`src/rtl/dmem_access_ctrl_if.sv`:
```
// Data-memory bus between the MEM-stage access sequencer (master) and a
// variable-latency data memory (slave) using a req/ack handshake.
interface dmem_access_ctrl_if #(
  parameter int unsigned DATA_W = 32
);
  logic              dm_req;
  logic              dm_we;
  logic [DATA_W-1:0] dm_addr;
  logic [DATA_W-1:0] dm_wdata;
  logic              dm_ack;
  logic [DATA_W-1:0] dm_rdata;

  modport master (
    output dm_req, dm_we, dm_addr, dm_wdata,
    input  dm_ack, dm_rdata
  );

  modport slave (
    input  dm_req, dm_we, dm_addr, dm_wdata,
    output dm_ack, dm_rdata
  );
endinterface

```
`src/rtl/dmem_access_ctrl.sv`:
```
// MEM-stage data-memory sequencer: latches a load/store, drives a req/ack
// transaction, stalls the pipeline until completion and traps hung accesses.
module dmem_access_ctrl #(
  parameter int unsigned DATA_W   = 32,
  parameter int unsigned MAX_WAIT = 64
) (
  input  logic              clk_i,
  input  logic              rst_i,
  input  logic              mem_read_i,
  input  logic              mem_write_i,
  input  logic [DATA_W-1:0] addr_i,
  input  logic [DATA_W-1:0] wdata_i,
  output logic [DATA_W-1:0] rdata_o,
  output logic              stall_o,
  output logic              err_o,
  dmem_access_ctrl_if.master dm
);

  typedef enum logic [1:0] {StIdle, StReq, StDone, StErr} state_e;

  localparam logic [7:0] WaitLast = 8'(MAX_WAIT - 1);

  state_e            r_state, w_state_next;
  logic [7:0]        r_wait_cnt, w_wait_cnt_next;
  logic              r_we;
  logic [DATA_W-1:0] r_addr, r_wdata, r_rdata;
  logic              w_access, w_latch, w_capture;

  assign w_access = mem_read_i | mem_write_i;

  always_comb begin
    w_state_next    = r_state;
    w_wait_cnt_next = r_wait_cnt;
    w_latch         = 1'b0;
    w_capture       = 1'b0;
    case (r_state)
      StIdle: begin
        if (w_access) begin
          w_latch         = 1'b1;
          w_wait_cnt_next = '0;
          w_state_next    = StReq;
        end
      end
      StReq: begin
        // An ack in the final allowed cycle still completes the access.
        if (dm.dm_ack) begin
          w_capture    = ~r_we;
          w_state_next = StDone;
        end else if (r_wait_cnt == WaitLast) begin
          w_state_next = StErr;
        end else begin
          w_wait_cnt_next = r_wait_cnt + 8'd1;
        end
      end
      StDone:  w_state_next = StIdle;
      StErr:   w_state_next = StErr;
      default: w_state_next = StIdle;
    endcase
  end

  always_ff @(posedge clk_i) begin
    if (rst_i) begin
      r_state    <= StIdle;
      r_wait_cnt <= '0;
      r_we       <= 1'b0;
      r_addr     <= '0;
      r_wdata    <= '0;
      r_rdata    <= '0;
    end else begin
      r_state    <= w_state_next;
      r_wait_cnt <= w_wait_cnt_next;
      if (w_latch) begin
        r_we    <= mem_write_i;
        r_addr  <= addr_i;
        r_wdata <= wdata_i;
      end
      if (w_capture) begin
        r_rdata <= dm.dm_rdata;
      end
    end
  end

  assign dm.dm_req   = (r_state == StReq);
  assign dm.dm_we    = r_we;
  assign dm.dm_addr  = r_addr;
  assign dm.dm_wdata = r_wdata;
  assign rdata_o     = r_rdata;
  assign err_o       = (r_state == StErr);
  // The IDLE term freezes the pipeline in the very cycle the access appears.
  assign stall_o     = ((r_state == StIdle) & w_access) | (r_state == StReq) |
                       (r_state == StErr);

endmodule

```
`src/flat_wrapper.sv`:
```
// flat-port wrapper written by rule: the top's interface ports become plain ports
module dmem_access_ctrl_flat 
#(
  parameter int unsigned DATA_W   = 32,
  parameter int unsigned MAX_WAIT = 64
)
  (clk_i, rst_i, mem_read_i, mem_write_i, addr_i, wdata_i, rdata_o, stall_o, err_o, dm_dm_req, dm_dm_we, dm_dm_addr, dm_dm_wdata, dm_dm_ack, dm_dm_rdata);
  dmem_access_ctrl_if #(.DATA_W(DATA_W)) dm_i ();
  input  logic clk_i;
  input  logic rst_i;
  input  logic mem_read_i;
  input  logic mem_write_i;
  input  logic [DATA_W-1:0] addr_i;
  input  logic [DATA_W-1:0] wdata_i;
  output logic [DATA_W-1:0] rdata_o;
  output logic stall_o;
  output logic err_o;
  output wire logic [$bits(dm_i.dm_req)-1:0] dm_dm_req;
  output wire logic [$bits(dm_i.dm_we)-1:0] dm_dm_we;
  output wire logic [$bits(dm_i.dm_addr)-1:0] dm_dm_addr;
  output wire logic [$bits(dm_i.dm_wdata)-1:0] dm_dm_wdata;
  input wire logic [$bits(dm_i.dm_ack)-1:0] dm_dm_ack;
  input wire logic [$bits(dm_i.dm_rdata)-1:0] dm_dm_rdata;
  assign dm_dm_req = dm_i.dm_req;
  assign dm_dm_we = dm_i.dm_we;
  assign dm_dm_addr = dm_i.dm_addr;
  assign dm_dm_wdata = dm_i.dm_wdata;
  assign dm_i.dm_ack = dm_dm_ack;
  assign dm_i.dm_rdata = dm_dm_rdata;
  dmem_access_ctrl #(.DATA_W(DATA_W), .MAX_WAIT(MAX_WAIT)) u_core (.clk_i(clk_i), .rst_i(rst_i), .mem_read_i(mem_read_i), .mem_write_i(mem_write_i), .addr_i(addr_i), .wdata_i(wdata_i), .rdata_o(rdata_o), .stall_o(stall_o), .err_o(err_o), .dm(dm_i));
endmodule
```
`config.mk`:
```
export PLATFORM = sky130hd
export DESIGN_NAME = dmem_access_ctrl_flat
export DESIGN_NICKNAME = d
export VERILOG_FILES = /design/src/rtl/dmem_access_ctrl_if.sv /design/src/rtl/dmem_access_ctrl.sv /design/src/flat_wrapper.sv
export SDC_FILE = /design/constraint.sdc
export NUM_CORES = 1
export LEC_CHECK = 0
export ABC_CLOCK_PERIOD_IN_PS = 3900
export CAP_MARGIN = 30
export CORE_MARGIN = 10
export CORE_UTILIZATION = 35
export CTS_BUF_LIST = sky130_fd_sc_hd__clkbuf_4 sky130_fd_sc_hd__clkbuf_8
export DETAILED_ROUTE_END_ITERATION = 7
export PLACE_DENSITY_LB_ADDON = 0.15
export SLEW_MARGIN = 0
export SYNTH_ARGS = -nofsm -noshare
export SYNTH_HDL_FRONTEND = slang
export SYNTH_SLANG_ARGS = --single-unit
```
`constraint.sdc`:
```
create_clock -name clk_i -period 3.9 [get_ports clk_i]
set_input_delay 0.78 -clock clk_i [delete_from_list [all_inputs] [get_ports clk_i]]
set_output_delay 0.78 -clock clk_i [all_outputs]
set_load 0.02 [all_outputs]
```
**Word-level counts from Yosys, hierarchy flattened**

Cells that the tools add are included.

- Bits in registers: 107
- Latch bits: 0
- Bits in writable memories: 0
- ROM bits: 0
- Bits of input ports: 101
- Output and inout port bits: 100
- Word-level logic and storage cells: 36
- Memories: 0

- Add/sub/neg operators: 1
- Multiply operators: 0
- Div/mod/pow operators: 0
- $lt $le $gt $ge: 0
- Eq/ne operators: 8
- Shift operators: 0
- Multiplexer cells: 12
- Bitwise operators: 5
- Reduce and logical (&&, ||, !) cells: 4

Operators with widths:

| cell | number |
|---|---|
| $mux W8 | 3 |
| $pmux W8 S2 | 1 |
| $add A8 B1 Y8 const B | 1 |
| $eq A8 B6 Y1 const B | 1 |
| $pmux W2 S4 | 1 |
| $mux W2 | 3 |
| $eq A2 B2 Y1 const B | 2 |
| $mux W1 | 4 |
| $ne A2 B2 Y1 const B | 2 |
| $reduce_and A4 Y1 | 1 |
| $ne A3 B1 Y1 const B | 1 |
| $or A1 B1 Y1 | 3 |
| $eq A2 B1 Y1 const B | 1 |
| $logic_not A2 Y1 | 1 |
| $ne A2 B1 Y1 const B | 1 |
| $reduce_and A2 Y1 | 1 |
| $reduce_bool A2 Y1 | 1 |
| $and A1 B1 Y1 | 1 |
| $not A1 Y1 | 1 |

**Logic depth before layout (Yosys ltp)**

Gate-level depths: netlist of run 1.

- Word-level depth: 4
- Gate-level depth with buffers: 7
- Gate-level depth less buffers: 5

**Worst setup path after synthesis of run 1**

No wires, ideal clock.

- Kind: input to register
- Start point: input port dm_dm_ack
- End point: register u_core.r_wait_cnt[0]
- Setup time: 70 ps
- Data arrival time: 1874 ps
- Required time: 3830 ps
- Setup slack: 1955 ps
- Cell stages on the path: 5
- Path buffers: 1
- Cells stage by stage: buf_6 > a21o_1 > or2_4 > or4_1 > a21oi_1

- Longest elaborated chain between the ends: 2

Ends and longest elaborated chain:

| element | line | source |
|---|---|---|
| start: declaration | flat_wrapper.sv:22 | `input wire logic [$bits(dm_i.dm_ack)-1:0] dm_dm_ack;` |
| $ne A2 B2 Y1 (no line) | n/a |  |
| $reduce_and A4 Y1 (no line) | n/a |  |
| end signal: assignment | dmem_access_ctrl.sv:71 | `r_wait_cnt <= w_wait_cnt_next;` |
| end: declaration | dmem_access_ctrl.sv:24 | `logic [7:0] r_wait_cnt, w_wait_cnt_next;` |

Every way passes these cells.
A chain may end at the register's enable or synchronous reset.

**Worst setup path after layout of run 1**

- Start point: input port mem_write_i
- End point: output port stall_o

- Longest elaborated chain between the ends: 4

Ends and longest elaborated chain:

| element | line | source |
|---|---|---|
| start: declaration | flat_wrapper.sv:12 | `input logic mem_write_i;` |
| $or A1 B1 Y1 | dmem_access_ctrl.sv:29 | `assign w_access = mem_read_i \| mem_write_i;` |
| $and A1 B1 Y1 | dmem_access_ctrl.sv:90 | `assign stall_o = ((r_state == StIdle) & w_access) \| (r_state == StReq) \|` |
| $or A1 B1 Y1 (2 in series) | dmem_access_ctrl.sv:90 |  |
| end: declaration | flat_wrapper.sv:16 | `output logic stall_o;` |

Every way passes these cells.

==> qor.csv, run 1 <==
metric;value;unit
rows;38;
worstSetupPathType;in2out;
syn_to_final_growth;57.8;%
cp_cell_sequence;clkdlybuf4s50_1, o21ai_4, nand2b_1, clkdlybuf4s50_1;
initial_core_util;35.9;%
final_area;0.00617;mm²
grt_util_all_layers;15.7;%
drive_gt1_share;3.94;%
fin_skew;7.34;ps
antenna_cells;0;
hpwlAfterDp;9.71;mm
core;0.0109;mm²
worst_setup_path_start_kind;input port;
wirelength;13.1;mm
synthAdderAreaFrac;0.320;%
peakVddDrop;0.000177;V
port_buffers;200;
post-cts-setup-buffers;0;
syn_inst;499;
die_w;126;µm
period_share;75.6;%
layout_min_cycle_time;2950;ps
cp_max_fo;4;
cts-root-buf;clkbuf_8;
synth.distinct_cells;33;
cts_buffers;9;
drv_cap;0;
avgSynthCellArea;7.84;µm²
max_stage_delay;630;ps
clkSlewWorstSetupHoldPaths;90;ps
nNetsFinal;783;
r2r-end;u_core.dm.dm_addr[8];
timing.slew.headroom;54.5;%
min_from;u_core.dm.dm_wdata[19];
p_leak;2.23;nW
vias;4013;
hold_buffers;0;
muxShareOfSynthArea;0;%
die_h;126;µm
synth_top_family_by_area;simple AND/OR/NAND/NOR gates;
cts_htree_levels;3;
synth_compound_area_share;16.1;%
grt_first_pass_wirelength;20.5;mm
rsz0062_at_grt;false;
hp-class;reg2reg;
yosysSeqAreaShare;54.7;%
drtIter0Drc;260;
antenna_found_initial;0;
final_cell_mix;nand2_1, clkdlybuf4s50_1, dfxtp_1;
hold_end;u_core.dm.dm_wdata[19];
place_congestion;0.822;
drc;0;
r2r_setup_slack;2060;ps
ctsLongestPathBuffers;2;
clk_latency;370;ps
synth_simple_gate_area_share;24.6;%
fmax;339;MHz
cp.arrival;2170;ps
ctsResizeCount;0;
layout_commonest_cell;nand2_1;
maxSlewViolCount;0;
worstMarginPinSlew;683;ps
cts_tree;built;
rr_worst_depth;5;
io_pins;201;
syn_area;0.00391;mm²
setup_viol;0;
synth_fp_nets;601;
endpoint_kind;primary output;
synth_seq_cells;107;
place_area;0.00600;mm²
yosysWarnings;0;
power.density;396;mW/mm²
synth_xor_area_share;0;%
fp.dieArea;0.0158;mm²
cts.sinks;107;
wl_per_cell;15.9;µm
cpMostUsedCell;clkdlybuf4s50_1;
slowest_stage;clkdlybuf4s50_1;
ant_nets;0;
avgViaCountPerCell;4.86;
grt_pass1_vias;3826;
hold_violations;0;
firstDrtPassIters;5;
hold_depth;2;
overflow;0;
setup_tns;0;ps
r2r-start;u_core.r_state[0];
critPathRequiredTime;3120;ps
status;finished, final reports clean;
grt_max_degree;65;
worst max path at each step:
| stage | end | from | slack (ps) |
|---|---|---|---|
| after floorplan | u_core.r_wait_cnt[0] | dm_dm_ack | 1960 |
| after global routing | stall_o | mem_write_i | 910 |
| after global placement | stall_o | mem_write_i | 940 |
| final | stall_o | mem_write_i | 950 |
| after detailed placement | stall_o | mem_write_i | 950 |
| after CTS | stall_o | mem_write_i | 950 |
sequential cells by signal, summed over array words and instances, names as in the netlist:
signal              cells
u_core.dm.dm_addr      32
u_core.dm.dm_wdata     32
u_core.dm.dm_we         1
u_core.r_state          2
u_core.r_wait_cnt       8
u_core.rdata_o         32
Yosys cell counts:
master / number / area, µm²
a211oi_1: 2 / 15.0
a21o_1: 1 / 7.51
a21oi_1: 101 / 505
a22oi_1: 1 / 7.51
a41oi_1: 1 / 8.76
and2_1: 1 / 6.26
and3_1: 1 / 6.26
and4_1: 1 / 8.76
buf_1: 5 / 18.8
buf_2: 15 / 75.1
buf_6: 1 / 11.3
clkbuf_1: 12 / 45.0
clkbuf_2: 1 / 5.00
dfxtp_1: 107 / 2140
ha_1: 1 / 12.5
inv_1: 3 / 11.3
nand2_1: 201 / 754
nand2b_1: 3 / 18.8
nand3_1: 2 / 10.0
nand3b_1: 2 / 15.0
nand4_1: 2 / 12.5
nand4bb_1: 2 / 22.5
nor2_1: 7 / 26.3
nor3_1: 4 / 20.0
nor3b_2: 1 / 12.5
nor4_1: 1 / 6.26
o21a_1: 2 / 15.0
o21ai_0: 11 / 55.1
o311a_1: 1 / 10.0
o31ai_1: 1 / 7.51
or2_4: 1 / 8.76
or3b_2: 2 / 17.5
or4_1: 2 / 15.0
critical path: cells and delay by family:
kind | cells | cell delay, ps
buf+inv | 2 | 1200
simple gates | 1 | 100
compound gates | 1 | 80
layer usage:
layer  vias up  part of all wire [%]  GRT usage (%)
li1       1993                     -              -
met1      1864                    40           17.2
met2       137                    50           27.3
met3        19                   7.8           5.12
met4         0                   2.2           6.43
met5         -                     0              0
logic make-up (layout without fill, tap and decap cells):
| group | count (synthesis) | after routing |
|---|---|---|
| AO/OA/AOI/OAI | 121 | 121 |
| adder cells (fa/ha/maj) | 1 | 1 |
| buffers and inverters | 37 | 223 |
| flip-flops | 107 | 107 |
| AND/OR/NAND/NOR | 233 | 233 |
final cells by class:
| class | count | area [µm²] |
|---|---|---|
| Clock inverter | 4 | 27.5 |
| Multi-Input combinational cell | 355 | 1620 |
| Timing Repair Buffer | 205 | 2050 |
| Fill cell | 1059 | 4710 |
| Tap cell | 140 | 175 |
| Clock buffer | 11 | 145 |
| Sequential cell | 107 | 2140 |
| Inverter | 3 | 11.3 |
power breakdown:
group          switching [mW]  total (mW)  leakage [nW]  internal, mW
registers              0.0439        1.22         0.877          1.17
logic                   0.320       0.611          1.27         0.290
clock network           0.365       0.617        0.0809         0.252
metrics by stage:
| stage | total power, mW | hold WS (ps) | utilization [%] | worst slack, ps | cells |
|---|---|---|---|---|---|
| floorplan | 1.54 | 466 | - | 1960 | 499 |
| global placement | 1.85 | 441 | 54.9 | 943 | 809 |
| global route | 2.57 | 474 | 56.7 | 911 | 825 |
| finish | 2.44 | 455 | 56.7 | 952 | 825 |
| CTS | 2.48 | 458 | 56.7 | 948 | 825 |
| detailed placement | 1.86 | 446 | 55.1 | 949 | 810 |
(Power assumes the default switching activity.)
==> run 2, diff against run 1 <==
Settings changed: ABC_CLOCK_PERIOD_IN_PS 3900 to 2600.
Clock period 3.9 ns to 2.6 ns, I/O delays scaled along.
==> run 2 against run 1 <==
Against the previous run:
- die area unchanged
- largest cell class unchanged
- critical path type is now reg2out
- highest routed layer unchanged
- global-route usage decreased by 0.15 points
- sequential share of layout area decreased by 0.41 points
- largest power group unchanged
- sequential power increased by 50%
==> qor.csv, run 2 (synthesis results as in run 1) <==
metric;value;unit;change
post-cts-setup-buffers;0;;unchanged
power.density;623;mW/mm²;+57%
antenna_cells;0;;unchanged
overflow;0;;unchanged
p_leak;2.28;nW;+2.0%
die_w;126;µm;unchanged
ctsLongestPathBuffers;2;;unchanged
hpwlAfterDp;9.77;mm;+0.63%
syn_to_final_growth;59.7;%;
period_share;93.5;%;
wl_met1;5.46;mm;+3.7%
firstDrtPassIters;4;;-1
worst_setup_path_start_kind;flop;;
final_cell_mix;nand2_1, clkdlybuf4s50_1, dfxtp_1;;
die_h;126;µm;unchanged
io_pins;201;;unchanged
clkSlewWorstSetupHoldPaths;90;ps;about the same
max_stage_delay;620;ps;about the same
rsz0062_at_grt;false;;
cp.arrival;1910;ps;-260 ps
worstSetupPathType;reg2out;;
routed-wl-met2;6.50;mm;-0.69%
path_delay_family;buffers and inverters;;
core;0.0109;mm²;unchanged
wl_per_cell;16.0;µm;+0.15%
drive_gt1_share;4.36;%;+0.42 points
endpoint_kind;primary output;;
timing.slew.headroom;54.6;%;+0.15 points
wirelength;13.2;mm;+0.52%
drtIter0Drc;287;;+10%
nFillCells;1022;;-3.5%
worstMarginPinSlew;681;ps;-2.23 ps
hold_violations;0;;unchanged
cp_max_fo;9;;+5
initial_core_util;35.9;%;unchanged
grt_max_degree;66;;+1.5%
fin_util;57.4;%;+0.68 points
cts_tree;built;;
place_congestion;0.815;;-0.89%
antenna_found_initial;0;;unchanged
hold_slack;457;ps;+1.84 ps
ctsResizeCount;0;;unchanged
setup_viol;0;;unchanged
rows;38;;unchanged
maxSlewViolCount;0;;unchanged
drc;0;;unchanged
avgViaCountPerCell;4.79;;-1.6%
vias;3963;;-1.2%
fin_skew;5.92;ps;-1.42 ps
cts_buffers;9;;unchanged
cts.sinks;107;;unchanged
top_layer;met4;;
hp-class;reg2reg;;
clk_latency;360;ps;about the same
grt_pass1_vias;3798;;-0.73%
slowest_stage;clkdlybuf4s50_1;;
ant_nets;0;;unchanged
cp_num_buf_inv;1;;-1
nNetsFinal;785;;+0.26%
grt_first_pass_wirelength;20.4;mm;-0.51%
grt_util_all_layers;15.5;%;-0.15 points
layout_min_cycle_time;2430;ps;
dr_wl_met3;1.05;mm;+2.4%
layout_commonest_cell;nand2_1;;
final_area;0.00625;mm²;+1.2%
setup_tns;0;ps;unchanged
place_area;0.00602;mm²;+0.25%
cts_htree_levels;3;;unchanged
port_buffers;200;;unchanged
fmax;412;MHz;
hold_buffers;0;;unchanged
cts-root-buf;clkbuf_8;;
status;finished, final reports clean;;
critPathRequiredTime;2080;ps;-1040 ps
cp_cell_sequence;nor2_1, o21ai_4, nand2b_1, clkdlybuf4s50_1;;
peakVddDrop;0.000325;V;+84%
drv_cap;0;;unchanged
fp.dieArea;0.0158;mm²;unchanged
## run 2: cell types whose count changed in the layout (fill, tap and decap cells not counted)
cell        change
bufinv_16       +2
clkinvlp_4      -2
clkbuf_8        +1
buf_4           +2
## run 2: final cells by class
type	count	area, µm²	share of cell area, %
Clock buffer	12	159	2.54
Clock inverter	4	72.6	1.16
Inverter	3	11.3	0.180
Multi-Input combinational cell	355	1620	26.0
Sequential cell	107	2140	34.3
Tap cell	140	175	2.80
Timing Repair Buffer	207	2060	33.0
## run 2: power by group
group / switching [mW] / internal, mW
clock: 0.538 / 0.605
combinational: 0.482 / 0.443
sequential: 0.0662 / 1.76
total: 1.09 / 2.81
## run 2: routing by layer
| layer | GRT usage, % | vias to the layer above |
|---|---|---|
| met4 | 5.49 | 0 |
| met3 | 5.16 | 13 |
| met2 | 26.4 | 135 |
| met1 | 17.8 | 1821 |
| met5 | 0 | - |
| li1 | - | 1994 |
## run 2: worst paths after layout
kind | endpoint | from | cells past startpoint | slack, ps
max | stall_o | u_core.r_state[0] | 4 | 170
min | u_core.rdata_o[12] | u_core.rdata_o[12] | 2 | 460
max reg2reg | u_core.r_wait_cnt[5] | u_core.r_wait_cnt[0] | 5 | 860
min reg2reg | u_core.rdata_o[12] | u_core.rdata_o[12] | 2 | 460
## run 2: worst min-delay path: stages (launching register included)
cell	delay, ps
dfxtp_1	320
nand2_1	50
a21oi_1	50
## run 2: stage by stage
step                setup slack (ps)  cells  total power [mW]
finish                           170    828              3.89
floorplan                        915    499              2.30
CTS                              141    828              3.96
global route                    62.4    828              4.09
global placement                 165    812              2.78
detailed placement               161    812              2.80
